===== config.mk =====
export PLATFORM = sky130hd
export DESIGN_NAME = branch_predict_resolve
export DESIGN_NICKNAME = d
export VERILOG_FILES = /design/src/rtl/branch_pkg.sv /design/src/rtl/branch_cmp.sv /design/src/rtl/branch_predict_resolve.sv
export SDC_FILE = /design/constraint.sdc
export NUM_CORES = 1
export LEC_CHECK = 0
export ABC_CLOCK_PERIOD_IN_PS = 8900
export BUFFER_PORTS_ARGS = -buffer_cell sky130_fd_sc_hd__buf_2
export CAP_MARGIN = 10
export CORE_UTILIZATION = 40
export DETAILED_ROUTE_END_ITERATION = 12
export PLACE_DENSITY = 0.65
export SYNTH_ARGS = -nofsm -noshare
export SYNTH_HDL_FRONTEND = slang
export SYNTH_SLANG_ARGS = --single-unit

===== constraint.sdc =====
create_clock -name clk -period 8.9 [get_ports clk]
set_input_delay 1.335 -clock clk [delete_from_list [all_inputs] [get_ports clk]]
set_output_delay 1.335 -clock clk [all_outputs]
set_load 0.1 [all_outputs]

===== src/rtl/branch_pkg.sv =====
// Shared RV32I branch encodings and bimodal counter helpers for branch_predict_resolve.
package branch_pkg;

   localparam logic [6:0] OPC_BRANCH = 7'b1100011;

   localparam logic [2:0] F3_BEQ  = 3'b000;
   localparam logic [2:0] F3_BNE  = 3'b001;
   localparam logic [2:0] F3_BLT  = 3'b100;
   localparam logic [2:0] F3_BGE  = 3'b101;
   localparam logic [2:0] F3_BLTU = 3'b110;
   localparam logic [2:0] F3_BGEU = 3'b111;

   typedef logic [1:0] bht_ctr_t;

   localparam bht_ctr_t SNT = 2'b00;
   localparam bht_ctr_t WNT = 2'b01;
   localparam bht_ctr_t WT  = 2'b10;
   localparam bht_ctr_t ST  = 2'b11;

   // Two-bit saturating step toward the resolved direction.
   function automatic bht_ctr_t ctr_next(input bht_ctr_t ctr, input logic taken);
      if (taken) return (ctr == ST)  ? ST  : bht_ctr_t'(ctr + 2'd1);
      else       return (ctr == SNT) ? SNT : bht_ctr_t'(ctr - 2'd1);
   endfunction

endpackage


===== src/rtl/branch_cmp.sv =====
// Conditional-branch comparator: decodes funct3 into a taken condition and a legality flag.
module branch_cmp
   import branch_pkg::*;
#(
   parameter int XLEN = 32
) (
   input  logic [2:0]      funct3,
   input  logic [XLEN-1:0] rs1,
   input  logic [XLEN-1:0] rs2,
   output logic            cond,
   output logic            legal
);

   logic eq, lt, ltu;

   assign eq  = (rs1 == rs2);
   assign lt  = ($signed(rs1) < $signed(rs2));
   assign ltu = (rs1 < rs2);

   always_comb begin
      // NOTE: defaults up front keep every path assigned, so no latch is inferred.
      cond  = 1'b0;
      legal = 1'b1;
      unique case (funct3)
         F3_BEQ:  cond = eq;
         F3_BNE:  cond = ~eq;
         F3_BLT:  cond = lt;
         F3_BGE:  cond = ~lt;
         F3_BLTU: cond = ltu;
         F3_BGEU: cond = ~ltu;
         default: legal = 1'b0;
      endcase
   end

endmodule


===== src/rtl/branch_predict_resolve.sv =====
// Bimodal BHT predictor plus EX-stage branch resolution with registered mispredict flush.
// Optional feature: define BRANCH_STATS_EN to add stat_branches / stat_mispredicts counters.
module branch_predict_resolve
   import branch_pkg::*;
#(
   parameter int       XLEN      = 32,
   parameter int       BHT_DEPTH = 64,
   parameter bht_ctr_t CTR_INIT  = WNT
) (
   input  logic            clk,
   input  logic            rst_n,
   input  logic            if_valid,
   input  logic [XLEN-1:0] if_pc,
   output logic            if_pred_taken,
   input  logic            ex_valid,
   input  logic [6:0]      ex_opcode,
   input  logic [2:0]      ex_funct3,
   input  logic [XLEN-1:0] ex_rs1,
   input  logic [XLEN-1:0] ex_rs2,
   input  logic [XLEN-1:0] ex_pc,
   input  logic [12:0]     ex_imm,
   input  logic            ex_pred_taken,
   output logic            ex_taken,
   output logic            flush,
   output logic [XLEN-1:0] redirect_pc
`ifdef BRANCH_STATS_EN
  ,output logic [31:0]     stat_branches,
   output logic [31:0]     stat_mispredicts
`endif
);

   localparam int IDX_W = $clog2(BHT_DEPTH);

   bht_ctr_t        bht [BHT_DEPTH];
   logic [IDX_W-1:0] if_idx, ex_idx;
   logic            cond, legal, is_br, mispredict;
   logic [XLEN-1:0] target, fall_thru;
   logic            unused_if_pc;

   assign if_idx = if_pc[IDX_W+1:2];
   assign ex_idx = ex_pc[IDX_W+1:2];
   assign unused_if_pc = ^{if_pc[XLEN-1:IDX_W+2], if_pc[1:0]};

   assign if_pred_taken = if_valid & bht[if_idx][1];

   branch_cmp #(.XLEN(XLEN)) u_cmp (
      .funct3 (ex_funct3),
      .rs1    (ex_rs1),
      .rs2    (ex_rs2),
      .cond   (cond),
      .legal  (legal)
   );

   // Anything in EX during the flush cycle is wrong-path and must not resolve.
   assign is_br      = ex_valid & ~flush & (ex_opcode == OPC_BRANCH);
   assign ex_taken   = is_br & cond;
   assign mispredict = is_br & (ex_taken != ex_pred_taken);
   assign target     = ex_pc + {{(XLEN-13){ex_imm[12]}}, ex_imm};
   assign fall_thru  = ex_pc + XLEN'(4);

   always_ff @(posedge clk or negedge rst_n) begin
      if (!rst_n) begin
         flush       <= 1'b0;
         redirect_pc <= '0;
         // NOTE: the table is reset entry by entry (flops, not a RAM) so the first prediction is known.
         for (int i = 0; i < BHT_DEPTH; i++) bht[i] <= CTR_INIT;
`ifdef BRANCH_STATS_EN
         stat_branches    <= '0;
         stat_mispredicts <= '0;
`endif
      end else begin
         flush <= mispredict;
         if (mispredict) redirect_pc <= ex_taken ? target : fall_thru;
         if (is_br && legal) bht[ex_idx] <= ctr_next(bht[ex_idx], ex_taken);
`ifdef BRANCH_STATS_EN
         if (is_br)      stat_branches    <= stat_branches + 32'd1;
         if (mispredict) stat_mispredicts <= stat_mispredicts + 32'd1;
`endif
      end
   end

endmodule


==> summary.md <==
| Metric | Value |
|---|---|
| Status | `complete, no violations` |
| Router iterations before antenna repair | `5` |
| Clock Latency Late Sink | `0.44 ns` |
| Seq cells post-synth | `161` |
| Synth area leaders | `dfrtp_1 (22%), dfstp_2 (15%), nand2_1 (8.3%)` |
| WP data required | `7.57 ns` |
| Number of port buffers | `164` |
| Layout cell share with drive strength beyond 1 | `22.8%` |
| Core area | `0.0272 mm²` |
| Final Max Slew Viols | `0` |
| Final setup violation count | `0` |
| Routed Antenna Nets | `0` |
| Critical Path Source | `ex_rs2[15]` |
| Setup_tns | `0 ns` |
| GP Congestion | `0.885` |
| Routed via count | `10.1k` |
| Post-DR vias/cell | `5.60` |
| Num rows | `60` |
| MaxCap Viol Count | `0` |
| Post-CTS sizing | `0` |
| Worst setup SP type | `input pin` |
| Synthesized area | `0.0111 mm²` |
| CTS tree | `done` |
| Power Dens Cells | `145 mW/mm²` |
| Crit-path cells | `buf_2, inv_1, ha_1, nand4_1, or4_1, or4_1, nand2_1, mux2i_1, nor2_1, buf_2` |
| Fmax | `183 MHz` |
| CP Class | `input pin to output pin` |
| Multi-input gate area | `0.00648 mm²` |
| Clock Skew | `0.0153 ns` |
| Rel. slew slack | `26.5%` |
| First-pass GRT wire length | `50.5 mm` |
| Mapped Avg Cell Area | `8.66 µm²` |
| Post-detail-place hpwl | `23.0 mm` |
| All-Layer GR Usage | `22.5%` |
| DRT iter0 DRCs | `801` |
| DRC | `0` |
| Antenna violations before repair | `2` |
| Htree depth | `4` |
| Vias in the first global route | `9477` |
| P_leak | `5.48 nW` |
| P&R area growth vs syn | `14.9%` |
| Crit path time final | `5.47 ns` |
| Number of enable flip-flop cells after synthesis | `0` |
| Number of fill cells | `2666` |
| Die Height | `169 µm` |
| Die Area | `0.0285 mm²` |
| Yosys warns | `0` |
| Type of element capturing the critical path | `output pin` |
| CTS buffer count | `17` |
| Register area | `0.00411 mm²` |
| Top cell type's share of synthesized area | `21.8%` |
| Worst Path Max Fanout | `4` |
| DRT Wirelength | `32.2 mm` |
| CTS Sinks | `161` |
| Synth unique cells | `80` |
| Gr ovfl total | `0` |
| Most frequent cells in the layout | `nand2_1 (247), buf_2 (163), o21ai_1 (112)` |
| I/O pins | `191` |
| Max incr delay on CP | `0.65 ns` |
| Nets | `1636` |
| Commonest non-fill, non-tap cell in the layout | `nand2_1` |
| Worst slew pin tran | `1.10 ns` |
| Class of the worst hold path | `register to register` |
| Max VDD drop | `0.000116 V` |
| CP Data Arrival Time | `4.14 ns` |
| Asr flop ratio synth | `100%` |
| Tcrit/Tclk final | `61.5%` |
| Clk slew on worst S/H paths | `0.08 ns` |
| Most common flop cell mapped by yosys | `dfrtp_1` |
| Worst path slowest cell | `or4_1` |
| Die Span X | `169 µm` |
| Clock root buffer | `clkbuf_16` |
| Final Total Pwr | `1.85 mW` |
| FF-to-FF Start | `flush` |
| RSZ-0062 raised after global routing | `no` |
| Clock Path Buffers | `2` |
| Sequential fraction of the synthesis area | `36.9%` |
| Final Hold Fails | `0` |
| WL/cell | `17.9 µm` |
| Synth area leader | `dfrtp_1` |
| Post-CTS Setup Inserts | `0` |
| Starting Density | `41.0%` |
| Post-CTS Hold Fix Bufs | `0` |
| Hold slack | `0.465 ns` |
| Post-synth net total | `1508` |
| Largest net degree at the start of global routing | `93` |
| Hold Path Origin | `bht[102]` |
| Syn Inst Count | `1287` |
==> layout make-up <==
type                            count  area share [%]
Multi-Input combinational cell   1005            50.7
Sequential cell                   161            32.1
Timing Repair Buffer              174            7.05
Tap cell                          372            3.64
Clock buffer                       17            3.32
Inverter                           56            1.64
Clock inverter                     15            1.57
Antenna cell                        1          0.0196
==> synth_stat cells, drive strengths merged, types with 5 or more instances <==
cell      n
a211oi    7
a21o     14
a21oi    66
a221oi   13
a22o      9
a22oi    40
a31oi    20
and2      5
and3     16
buf      48
clkbuf   17
dfrtp    97
dfstp    64
ha       64
inv      56
mux2i     7
mux4     22
nand2   247
nand3    23
nand4    22
nor2     73
nor2b     8
nor3     20
nor3b     5
nor4     10
o211ai    8
o21a      7
o21ai   177
o31a      5
or2       6
or3       8
xnor2    33
xor2     16
==> final timing paths <==
kind	endpoint	slack, ns	cells past startpoint
min in group asynchronous	bht[53]	0.95	1
max in group asynchronous	redirect_pc[0]	6.45	2
worst max-delay path	ex_taken	3.43	10
worst min-delay path	bht[102]	0.46	2
worst max register to register	redirect_pc[14]	5.23	8
worst min register to register	bht[102]	0.46	2
==> sequential cells by signal, summed over array words and instances, names as in the netlist <==
name / cells
bht: 128
flush: 1
redirect_pc: 32
==> worst max-delay path: cells and delay by family <==
family | cells | cell delay [ns]
buffers and inverters | 3 | 0.58
adder cells (fa/ha/maj) | 1 | 0.29
multiplexers | 1 | 0.20
AND/OR/NAND/NOR | 5 | 1.73
==> metrics by stage <==
step                area (µm²)  worst slack, ns  util [%]  cells
finish                   12800             3.43      47.1   1801
global route             12800             3.32      47.1   1801
CTS                      12800             3.42      47.1   1800
detailed placement       12200             3.42      44.8   1768
global placement         12200             3.47      44.8   1768
floorplan                11100             3.28         -   1287
==> routing by layer <==
layer / global-route usage [%] / share of wire [%] / wire (µm) / vias to the layer above
met5: 0 / 0.025 / 8 / -
li1: - / - / - / 4931
met1: 29.1 / 44 / 14100 / 4801
met2: 38.2 / 48 / 15300 / 302
met3: 4.26 / 6.7 / 2160 / 54
met4: 6.88 / 2.0 / 650 / 2
==> cells by family (layout without fill, tap and decap cells) <==
group / after synthesis / in the layout / share of synthesized area [%]
other: 0 / 1 / 0
adder cells (fa/ha/maj): 65 / 65 / 7.37
multiplexers: 32 / 32 / 5.38
buffers and inverters: 121 / 262 / 5.20
flip-flops: 161 / 161 / 36.9
AO/OA/AOI/OAI: 397 / 397 / 22.0
XOR/XNOR: 49 / 49 / 3.85
AND/OR/NAND/NOR: 462 / 462 / 19.3
==> power breakdown <==
group / total, mW / switching [mW] / leakage [nW] / internal, mW
registers: 0.743 / 0.00364 / 2.00 / 0.739
logic: 0.340 / 0.227 / 3.18 / 0.113
clock network: 0.767 / 0.381 / 0.302 / 0.387
Note: power is estimated with default switching activity, not from simulation.
